## config.mk

```make
export PLATFORM = sky130hd
export DESIGN_NAME = serial_frame_tx
export DESIGN_NICKNAME = d
export VERILOG_FILES = /design/src/rtl/serial_pkg.sv /design/src/rtl/serial_frame_tx_bit_timer.sv /design/src/rtl/serial_frame_tx.sv
export SDC_FILE = /design/constraint.sdc
export NUM_CORES = 1
export LEC_CHECK = 0
export CORE_MARGIN = 8
export CORE_UTILIZATION = 55
export DETAILED_ROUTE_END_ITERATION = 10
export PLACE_DENSITY = 0.85
export SETUP_SLACK_MARGIN = 0.1
export SYNTH_ARGS = -nofsm -noshare
export SYNTH_HDL_FRONTEND = slang
export SYNTH_SLANG_ARGS = --single-unit
```

## constraint.sdc

```tcl
create_clock -name clk -period 3.6 [get_ports clk]
set_input_delay 0.72 -clock clk [delete_from_list [all_inputs] [get_ports clk]]
set_output_delay 0.72 -clock clk [all_outputs]
set_load 0.02 [all_outputs]
```

## src/rtl/serial_pkg.sv

```systemverilog
// serial_pkg: shared state encoding and default parameters for serial_frame_tx
package serial_pkg;
    typedef logic [1:0] state_t;
    localparam state_t IDLE  = 2'd0;
    localparam state_t START = 2'd1;
    localparam state_t SHIFT = 2'd2;
    localparam state_t STOP  = 2'd3;
    localparam int DEF_DATA_W = 8;
    localparam int DEF_HALF_DIV = 4;
    localparam int DEF_MSB_FIRST = 1;
    localparam logic [7:0] DEF_BTN_PATTERN = 8'hA5;
endpackage

```

## src/rtl/serial_frame_tx_bit_timer.sv

```systemverilog
// bit_timer: HALF_DIV clk divider producing half-period and bit-period strobes
module bit_timer #(
    parameter int HALF_DIV = 4
) (
    input  logic clk,
    input  logic rst_n,
    input  logic clear,
    input  logic run,
    output logic half_tick,
    output logic bit_end
);
    localparam int CW = $clog2(HALF_DIV + 1);
    localparam logic [CW-1:0] LAST = CW'(HALF_DIV - 1);
    logic [CW-1:0] cnt;
    logic phase;
    assign half_tick = run && cnt == LAST;
    assign bit_end = half_tick && phase;
    always_ff @(posedge clk or negedge rst_n) begin
        if (!rst_n) begin
            cnt <= '0;
            phase <= 1'b0;
        end else if (clear) begin
            cnt <= '0;
            phase <= 1'b0;
        end else if (half_tick) begin
            cnt <= '0;
            phase <= !phase;
        end else if (run) begin
            cnt <= cnt + 1'b1;
        end
    end
endmodule

```

## src/rtl/serial_frame_tx.sv

```systemverilog
// serial_frame_tx: start/data/stop framed serial transmitter with sck, triggered by handshake or button
module serial_frame_tx
    import serial_pkg::*;
#(
    parameter int DATA_W = DEF_DATA_W,
    parameter int HALF_DIV = DEF_HALF_DIV,
    parameter int MSB_FIRST = DEF_MSB_FIRST,
    parameter logic [DATA_W-1:0] BTN_PATTERN = DATA_W'(DEF_BTN_PATTERN)
) (
    input  logic              clk,
    input  logic              rst_n,
    input  logic              bbutton,
    input  logic [DATA_W-1:0] tx_data,
    input  logic              tx_valid,
    output logic              tx_ready,
    output logic              busy,
    output logic              sda,
    output logic              sck
);
    localparam int BW = $clog2(DATA_W + 1);
    localparam logic [BW-1:0] LAST_BIT = BW'(DATA_W - 1);
    state_t state;
    logic [DATA_W-1:0] sr;
    logic [BW-1:0] bit_cnt;
    logic [2:0] btn;
    logic fall, accept, half_tick, bit_end, cur;
    // btn[1] is the synchronised button, btn[2] its previous value
    assign fall = btn[2] && !btn[1];
    assign tx_ready = state == IDLE;
    assign busy = !tx_ready;
    assign accept = tx_ready && (tx_valid || fall);
    assign cur = MSB_FIRST != 0 ? sr[DATA_W-1] : sr[0];
    assign sda = state == START ? 1'b0 : state == SHIFT ? cur : 1'b1;
    bit_timer #(.HALF_DIV(HALF_DIV)) u_timer (
        .clk(clk),
        .rst_n(rst_n),
        .clear(accept),
        .run(busy),
        .half_tick(half_tick),
        .bit_end(bit_end)
    );
    always_ff @(posedge clk or negedge rst_n) begin
        if (!rst_n) begin
            state <= IDLE;
            sr <= '0;
            bit_cnt <= '0;
            btn <= '1;
            sck <= 1'b0;
        end else begin
            btn <= {btn[1:0], bbutton};
            sck <= state == SHIFT && (half_tick ? !sck : sck);
            if (accept) begin
                sr <= tx_valid ? tx_data : BTN_PATTERN;
                state <= START;
                bit_cnt <= '0;
            end else if (bit_end) begin
                state <= state == START ? SHIFT : state == STOP ? IDLE : bit_cnt == LAST_BIT ? STOP : SHIFT;
                if (state == SHIFT) begin
                    sr <= MSB_FIRST != 0 ? sr << 1 : sr >> 1;
                    bit_cnt <= bit_cnt + 1'b1;
                end
            end
        end
    end
endmodule

```

==> results.json, run 1 <==
{
  "cts_root_buf": "clkbuf_4",
  "drc": 0,
  "drtPass1Iterations": 4,
  "tns_ns": 0,
  "clock_power_share": 0.222,
  "syn_area_mm2": 0.00102,
  "global_route.usage.met2": 0.199,
  "power_switching_mw": 0.275,
  "status": "finished clean",
  "rows": 15,
  "avgSynthCellArea_um2": 10.6,
  "critPathLaunchType": "register",
  "grt_setup_unrepaired": "false",
  "path_buf_inv": 2,
  "cp_top_family": "buffers and inverters",
  "drt-initial-drc-count": 19,
  "hpwl_um": 1450,
  "grt_pass1_wl_um": 3460,
  "r2r_slack_ns": 1.97,
  "hp-class": "reg2reg",
  "io_buffer_count": 15,
  "post-cts-setup-buffers": 0,
  "diodes": 0,
  "synthCells": 96,
  "clkTransAtPathRegs_ns": 0.14,
  "p_comb_frac": 0.337,
  "cp_slowest_cell": "clkdlybuf4s50_1",
  "switching_share": 0.320,
  "min_to": "btn[1]",
  "wire_per_inst_um": 14.6,
  "endpoint_kind": "output port",
  "coreArea_mm2": 0.00173,
  "cts_resized": 0,
  "path_cells": "or2_4 > clkinv_2 > clkdlybuf4s50_1",
  "ir_drop_mv": 0.498,
  "hold_buffers": 0,
  "achievable-frequency_ghz": 0.390,
  "synth_cell_types": 35,
  "top_usage_layer": "met2",
  "hold_start": "btn[0]",
  "reg2reg_to": "sr[2]",
  "r2r-start": "u_timer.cnt[0]",
  "synth_top_flop_cell": "dfrtp_1",
  "grtUsageMet3": 0.0282,
  "cp_max_fo": 14,
  "async_reset_ff_frac": 1.00,
  "drive_above_1_share": 0.107,
  "met1_usage": 0.163,
  "power_density_mw_per_mm2": 695,
  "finalHoldWorstSlack_ns": 0.363,
  "io_pins": 16,
  "grt_overflow": 0,
  "cts_sinks": 22,
  "synth_fp_nets": 110,
  "grt_pass1_vias": 763,
  "ff2ff_path_depth": 5,
  "seqPwrFrac": 0.441,
  "grt_max_degree": 23,
  "ant_nets": 0,
  "min_period_over_period": 0.712,
  "tightest_slew_ns": 0.955,
  "dieHeight_um": 59.0,
  "critPathArrivalTime_ns": 1.84,
  "final_cell_mix": "dfrtp_1, clkdlybuf4s50_1, nor2_1, nand2_1, nand3_1",
  "synth_seq_area_share": 0.546,
  "critical-path-max-stage-delay_ns": 0.64,
  "relSlewSlack": 0.361,
  "start_util": 0.588,
  "p_leak_nw": 0.544,
  "required_ns": 2.88,
  "power.internal_mw": 0.584,
  "fin_crit_ns": 2.56,
  "clock_skew_ns": 0.0198,
  "area_growth_pct": 21.7,
  "die-area_mm2": 0.00348,
  "hold_viol_final": 0,
  "ys_ff_latch": 22,
  "hold_depth": 0,
  "grt_usage": 0.127,
  "ys_warn_count": 0,
  "vias": 772,
  "fp.dieW_um": 59.0,
  "clk_latency_ns": 0.32,
  "layout.nets": 127,
  "cts.path.max_buffers": 2,
  "synth_edf_count": 0,
  "antenna_found_initial": 0,
  "critPathKind": "reg2out",
  "finalMaxSlewViolations": 0,
  "maxCapViolations": 0,
  "routed_wl_um": 2010,
  "finalSetupViolCount": 0,
  "cts_buffers": 3,
  "layout_commonest_cell": "dfrtp_1",
  "via_per_inst": 5.64,
  "htreeDepth": 1,
  "gp_congestion": 0.805,
  "cts_tree": "done"
}
==> synthesized netlist by cell type (all sizes together) (2+ instances only) <==
| library cell | number | share of area |
|---|---|---|
| nand2b | 2 | 0.012 |
| o21ai | 9 | 0.048 |
| inv | 2 | 0.0074 |
| a21oi | 4 | 0.020 |
| xnor2 | 2 | 0.017 |
| a2bb2oi | 4 | 0.034 |
| nand2 | 8 | 0.030 |
| ha | 2 | 0.025 |
| nor2b | 3 | 0.018 |
| o21a | 2 | 0.022 |
| buf | 2 | 0.0099 |
| o2bb2ai | 2 | 0.017 |
| dfrtp | 19 | 0.47 |
| nand3 | 8 | 0.039 |
| nor2 | 9 | 0.036 |
| dfstp | 3 | 0.078 |
==> state kept, by name, summed over array words and instances (netlist names) <==
name	flops
btn	3
sr	8
bit_cnt	4
state	2
u_timer.phase	1
sck	1
u_timer.cnt	3
==> logic make-up after synthesis <==
logic type      Yosys count  share of synthesized area
xor+xnor                  3                     0.0259
simple gates             36                      0.182
compound gates           26                      0.186
mux                       1                    0.00985
fa+ha+maj                 2                     0.0246
buf+inv                   6                     0.0259
flops                    22                      0.546
==> how the worst max path moves through the flow <==
stage               startpoint        to  slack (ns)  cells after the start
detailed placement    state[1]  tx_ready        1.40                      3
global route          state[0]  tx_ready        0.97                      3
CTS                   state[1]  tx_ready        1.04                      3
floorplan             state[1]  tx_ready        1.88                      3
global placement      state[1]  tx_ready        1.42                      3
finish                state[1]  tx_ready        1.04                      3
==> per-layer routing <==
| layer | share of wire | vias to the layer above | routed length [um] |
|---|---|---|---|
| met5 | 0 | - | 0 |
| met4 | 0.015 | 0 | 31 |
| met3 | 0.050 | 5 | 101 |
| met2 | 0.45 | 23 | 905 |
| met1 | 0.48 | 373 | 968 |
| li1 | - | 371 | - |
==> area by class of cell <==
| class | instances | area [um2] |
|---|---|---|
| Multi-Input combinational cell | 68 | 435 |
| Clock inverter | 1 | 30.0 |
| Timing Repair Buffer | 15 | 150 |
| Tap cell | 25 | 31.3 |
| Sequential cell | 22 | 554 |
| Inverter | 3 | 12.5 |
| Clock buffer | 3 | 22.5 |
| Fill cell | 147 | 490 |
==> through the flow <==
| step | cells | area (um2) | power (mW) | worst slack, ns | util |
|---|---|---|---|---|---|
| 6_report | 137 | 1240 | 0.859 | 1.04 | 0.716 |
| 4_1_cts | 137 | 1240 | 0.862 | 1.04 | 0.716 |
| 5_1_grt | 137 | 1240 | 0.908 | 0.970 | 0.716 |
| 3_5_place_dp | 133 | 1180 | 0.674 | 1.40 | 0.686 |
| 2_1_floorplan | 96 | 1020 | 0.579 | 1.88 | - |
| 3_3_place_gp | 133 | 1180 | 0.656 | 1.42 | 0.686 |
==> power by group through the flow <==
stage	combinational, mW	sequential (mW)	clock [mW]
3_5_place_dp	0.292	0.382	0
4_1_cts	0.295	0.378	0.189
6_report	0.290	0.378	0.191
2_1_floorplan	0.212	0.367	0
3_3_place_gp	0.281	0.376	0
5_1_grt	0.323	0.387	0.199
No activity file was read; power rests on OpenSTA's default activity.
==> run 2: changes to the inputs <==
--- a/config.mk
+++ b/config.mk
@@ -6,9 +6,9 @@
 export NUM_CORES = 1
 export LEC_CHECK = 0
 export CORE_MARGIN = 8
-export CORE_UTILIZATION = 55
+export CORE_UTILIZATION = 51
 export DETAILED_ROUTE_END_ITERATION = 10
-export PLACE_DENSITY = 0.85
+export PLACE_DENSITY = 0.8
 export SETUP_SLACK_MARGIN = 0.1
 export SYNTH_ARGS = -nofsm -noshare
 export SYNTH_HDL_FRONTEND = slang
==> constraint.sdc (replaced) <==
create_clock -name clk -period 2.45 [get_ports clk]
set_input_delay 0.49 -clock clk [delete_from_list [all_inputs] [get_ports clk]]
set_output_delay 0.49 -clock clk [all_outputs]
set_load 0.02 [all_outputs]
==> results.json, run 2 (same netlist as run 1, synthesis figures left out) <==
{
  "status": "finished clean",
  "vias": 750,
  "clock_skew_ns": 0.0106,
  "drtPass1Iterations": 4,
  "clock_power_share": 0.223,
  "cts.path.max_buffers": 2,
  "die-area_mm2": 0.00368,
  "setup_ws_ns": 0.376,
  "via_per_inst": 5.36,
  "hold_start": "btn[0]",
  "finalHoldWorstSlack_ns": 0.366,
  "routed_wl_um": 1990,
  "grt_pass1_wl_um": 3480,
  "p_comb_frac": 0.337,
  "r2r-start": "u_timer.cnt[0]",
  "achievable-frequency_ghz": 0.482,
  "fin_crit_ns": 2.07,
  "grt_usage": 0.128,
  "rows": 16,
  "ir_drop_mv": 0.671,
  "wire_per_inst_um": 14.2,
  "cp_max_fo": 4,
  "hold_depth": 0,
  "hold_buffers": 0,
  "switching_share": 0.318,
  "diodes": 0,
  "reg2reg_to": "bit_cnt[3]",
  "seqPwrFrac": 0.440,
  "maxCapViolations": 0,
  "finalSetupViolCount": 0,
  "drive_above_1_share": 0.115,
  "largest_reg_flops": 8,
  "startpoint": "state[1]",
  "area_growth_pct": 23.2,
  "largestRegisters": "sr: 8 flops, bit_cnt: 4 flops",
  "critPathArrivalTime_ns": 1.58,
  "cts_root_buf": "clkbuf_4",
  "layout.nets": 128,
  "ant_nets": 0,
  "drt-initial-drc-count": 26,
  "io_pins": 16,
  "required_ns": 1.96,
  "cts_resized": 0,
  "fp.dieW_um": 60.6,
  "htreeDepth": 1,
  "finalMaxSlewViolations": 0,
  "place_area_mm2": 0.00119,
  "power.internal_mw": 0.857,
  "tightest_slew_ns": 0.626,
  "top_register": "sr",
  "cts_sinks": 22,
  "ff2ff_path_depth": 5,
  "grt_pass1_vias": 771,
  "cts_tree": "done",
  "grt_max_degree": 15,
  "coreArea_mm2": 0.00192,
  "layout_commonest_cell": "dfrtp_1",
  "endpoint_kind": "output port",
  "place_ws_ns": 0.489,
  "clkTransAtPathRegs_ns": 0.13,
  "antenna_found_initial": 0,
  "hp-class": "reg2reg",
  "grt_overflow": 0,
  "hpwl_um": 1490,
  "hold_viol_final": 0,
  "power_density_mw_per_mm2": 1000,
  "grt_setup_unrepaired": "false",
  "min_period_over_period": 0.847,
  "r2r_slack_ns": 0.81,
  "total_power_mw": 1.26,
  "fin_area_mm2": 0.00125,
  "power_switching_mw": 0.399,
  "tns_ns": 0,
  "io_buffer_count": 15,
  "post-cts-setup-buffers": 0,
  "dieHeight_um": 60.6,
  "drc": 0,
  "final_cell_mix": "dfrtp_1, clkdlybuf4s50_1, nor2_1, nand2_1, nand3_1",
  "relSlewSlack": 0.581,
  "min_to": "btn[1]",
  "clk_latency_ns": 0.32,
  "gp_congestion": 0.742,
  "start_util": 0.529,
  "critPathKind": "reg2out",
  "critPathLaunchType": "register",
  "p_leak_nw": 0.575,
  "cts_buffers": 3
}
-- run 2: cell count changes in the layout (fill, tap and decap cells not counted), sizes merged --
cell and change:
buf +1, dlymetal6s2s +2, clkdlybuf4s50 -2
-- run 2: stage by stage --
stage,std cells,utilization
global placement,136,0.621
global route,140,0.651
floorplan,96,-
detailed placement,136,0.621
CTS,140,0.648
finish,140,0.651
-- run 2: worst max-delay path: stages (launching register included) --
cell             delay, ns
dfrtp_1               0.44
or2_4                 0.28
clkdlybuf4s50_1       0.54
-- run 2: worst max-delay path by stage --
stage | cells past startpoint | endpoint
2_1_floorplan | 5 | bit_cnt[3]
3_3_place_gp | 3 | tx_ready
3_5_place_dp | 3 | tx_ready
4_1_cts | 3 | tx_ready
5_1_grt | 2 | busy
6_report | 2 | busy
-- run 2: per-layer routing --
layer / track usage / up-vias / wire length [um] / share of wire
met4: 0.0698 / 0 / 46 / 0.023
met5: 0 / - / 0 / 0
met3: 0.0360 / 5 / 79 / 0.040
li1: - / 375 / - / -
met1: 0.173 / 354 / 996 / 0.50
met2: 0.178 / 16 / 873 / 0.44
-- run 2: power groups by stage --
stage	logic (mW)	registers [mW]	clock network (mW)
after global routing	0.474	0.569	0.296
after CTS	0.434	0.551	0.282
after detailed placement	0.432	0.559	0
after floorplan	0.312	0.540	0
after global placement	0.419	0.552	0
final	0.423	0.553	0.280
-- run 2: final cells by class --
type	count	area, um2
fillers	171	671
flip-flops and latches	22	554
multi-input cells	68	435
repair buffers	16	163
well taps	27	33.8
clock inverters	1	30.0
clock buffers	3	22.5
inverters	3	12.5
==> run 3: changes to the inputs <==
--- a/config.mk
+++ b/config.mk
@@ -6,9 +6,9 @@
 export NUM_CORES = 1
 export LEC_CHECK = 0
 export CORE_MARGIN = 8
-export CORE_UTILIZATION = 51
+export CORE_UTILIZATION = 46
 export DETAILED_ROUTE_END_ITERATION = 10
-export PLACE_DENSITY = 0.8
+export PLACE_DENSITY = 0.77
 export SETUP_SLACK_MARGIN = 0.1
 export SYNTH_ARGS = -nofsm -noshare
 export SYNTH_HDL_FRONTEND = slang
==> constraint.sdc (replaced) <==
create_clock -name clk -period 1.88 [get_ports clk]
set_input_delay 0.376 -clock clk [delete_from_list [all_inputs] [get_ports clk]]
set_output_delay 0.376 -clock clk [all_outputs]
set_load 0.02 [all_outputs]
==> results.json, run 3 (same netlist as run 1, synthesis figures left out) <==
{
  "hpwl_um": 1510,
  "fin_util": 0.575,
  "finalHoldWorstSlack_ns": 0.365,
  "drtPass1Iterations": 4,
  "r2r_slack_ns": 0.26,
  "hold_depth": 0,
  "tns_ns": 0,
  "die-area_mm2": 0.00397,
  "layout_commonest_cell": "dfrtp_1",
  "fp.dieW_um": 63.0,
  "clkTransAtPathRegs_ns": 0.13,
  "clock_skew_ns": 0.00247,
  "wire_per_inst_um": 14.0,
  "cts_sinks": 22,
  "grt_overflow": 0,
  "critPathKind": "reg2out",
  "drt-initial-drc-count": 16,
  "area_growth_pct": 21.7,
  "grt_pass1_wl_um": 3480,
  "min_to": "btn[1]",
  "finalSetupViolCount": 0,
  "io_pins": 16,
  "gp_congestion": 0.864,
  "hold_viol_final": 0,
  "antenna_found_initial": 0,
  "start_util": 0.473,
  "top_register": "sr",
  "path_cells": "or2_4 > dlygate4sd2_1",
  "cts_buffers": 3,
  "largest_reg_flops": 8,
  "power_density_mw_per_mm2": 1250,
  "grt_setup_unrepaired": "false",
  "cts_tree": "done",
  "p_leak_nw": 0.551,
  "fillers": 198,
  "path_buf_inv": 1,
  "diodes": 0,
  "critical-path-max-stage-delay_ns": 0.45,
  "ir_drop_mv": 0.815,
  "achievable-frequency_ghz": 0.576,
  "relSlewSlack": 0.767,
  "cp_top_family": "flip-flops",
  "place_ws_ns": 0.0926,
  "hp-class": "reg2reg",
  "hold_start": "btn[0]",
  "min_period_over_period": 0.923,
  "tightest_slew_ns": 0.348,
  "cp_slowest_cell": "dfrtp_1",
  "vias": 764,
  "seqPwrFrac": 0.473,
  "via_per_inst": 5.34,
  "cts_root_buf": "clkbuf_4",
  "switching_share": 0.341,
  "critPathArrivalTime_ns": 1.36,
  "grt_max_degree": 23,
  "reg2reg_to": "bit_cnt[3]",
  "power_switching_mw": 0.524,
  "clock_power_share": 0.172,
  "htreeDepth": 1,
  "setup_ws_ns": 0.144,
  "cp_max_fo": 4,
  "drc": 0,
  "coreArea_mm2": 0.00215,
  "r2r-start": "u_timer.cnt[0]",
  "rows": 17,
  "drive_above_1_share": 0.157,
  "grt_usage": 0.105,
  "maxCapViolations": 0,
  "required_ns": 1.50,
  "ant_nets": 0,
  "p_comb_frac": 0.355,
  "critPathLaunchType": "register",
  "fin_crit_ns": 1.74,
  "final_cell_mix": "dfrtp_1, clkdlybuf4s50_1, nor2_1, nand2_1, nand3_1",
  "largestRegisters": "sr: 8 flops, bit_cnt: 4 flops",
  "routed_wl_um": 2000,
  "endpoint_kind": "output port",
  "finalMaxSlewViolations": 0,
  "clk_latency_ns": 0.31,
  "dieHeight_um": 63.0,
  "power.internal_mw": 1.02,
  "cts.path.max_buffers": 2,
  "post-cts-setup-buffers": 0,
  "layout.nets": 130,
  "ff2ff_path_depth": 5,
  "grt_pass1_vias": 788,
  "io_buffer_count": 15,
  "status": "finished clean",
  "total_power_mw": 1.54
}
## run 3: per-stage QoR
| step | cells | instance area [um2] |
|---|---|---|
| final | 143 | 1240 |
| after detailed placement | 139 | 1210 |
| after floorplan | 96 | 1020 |
| after global placement | 139 | 1210 |
| after global routing | 143 | 1240 |
| after CTS | 143 | 1240 |
## run 3: what timing repair did
item / CTS / global route
resized for setup: 4 / 4
setup endpoints to repair: 3 / 3
hold endpoints to repair: 0 / 0
hold buffers: 0 / 0
## run 3: power groups by stage
stage                     clock (mW)  combinational [mW]  sequential (mW)
after floorplan                    0               0.406            0.703
after global placement             0               0.562            0.728
after detailed placement           0               0.579            0.736
after CTS                      0.266               0.563            0.726
after global routing           0.288               0.615            0.748
final                          0.265               0.546            0.728
## run 3: worst max-delay path by stage
stage,from,end,slack [ns],depth (start not counted)
floorplan,u_timer.cnt[0],bit_cnt[3],0.38,5
global placement,state[0],sda,0.14,4
detailed placement,state[0],sda,0.09,4
CTS,state[0],sda,0.02,4
global route,state[0],busy,0.10,2
finish,state[1],busy,0.14,2
## run 3: routing by layer
metal	GRT usage	wire [um]	up-vias
met4	0.0342	6	0
met3	0.0269	105	2
met5	0	0	-
li1	-	-	377
met1	0.135	979	365
met2	0.165	907	20
## run 3: final cells by class
class	instances	area (um2)	share of cell area
flip-flops and latches	22	556	0.449
clock buffers	4	36.3	0.0294
well taps	28	35.0	0.0283
inverters	3	12.5	0.0101
multi-input cells	68	435	0.352
repair buffers	18	161	0.131
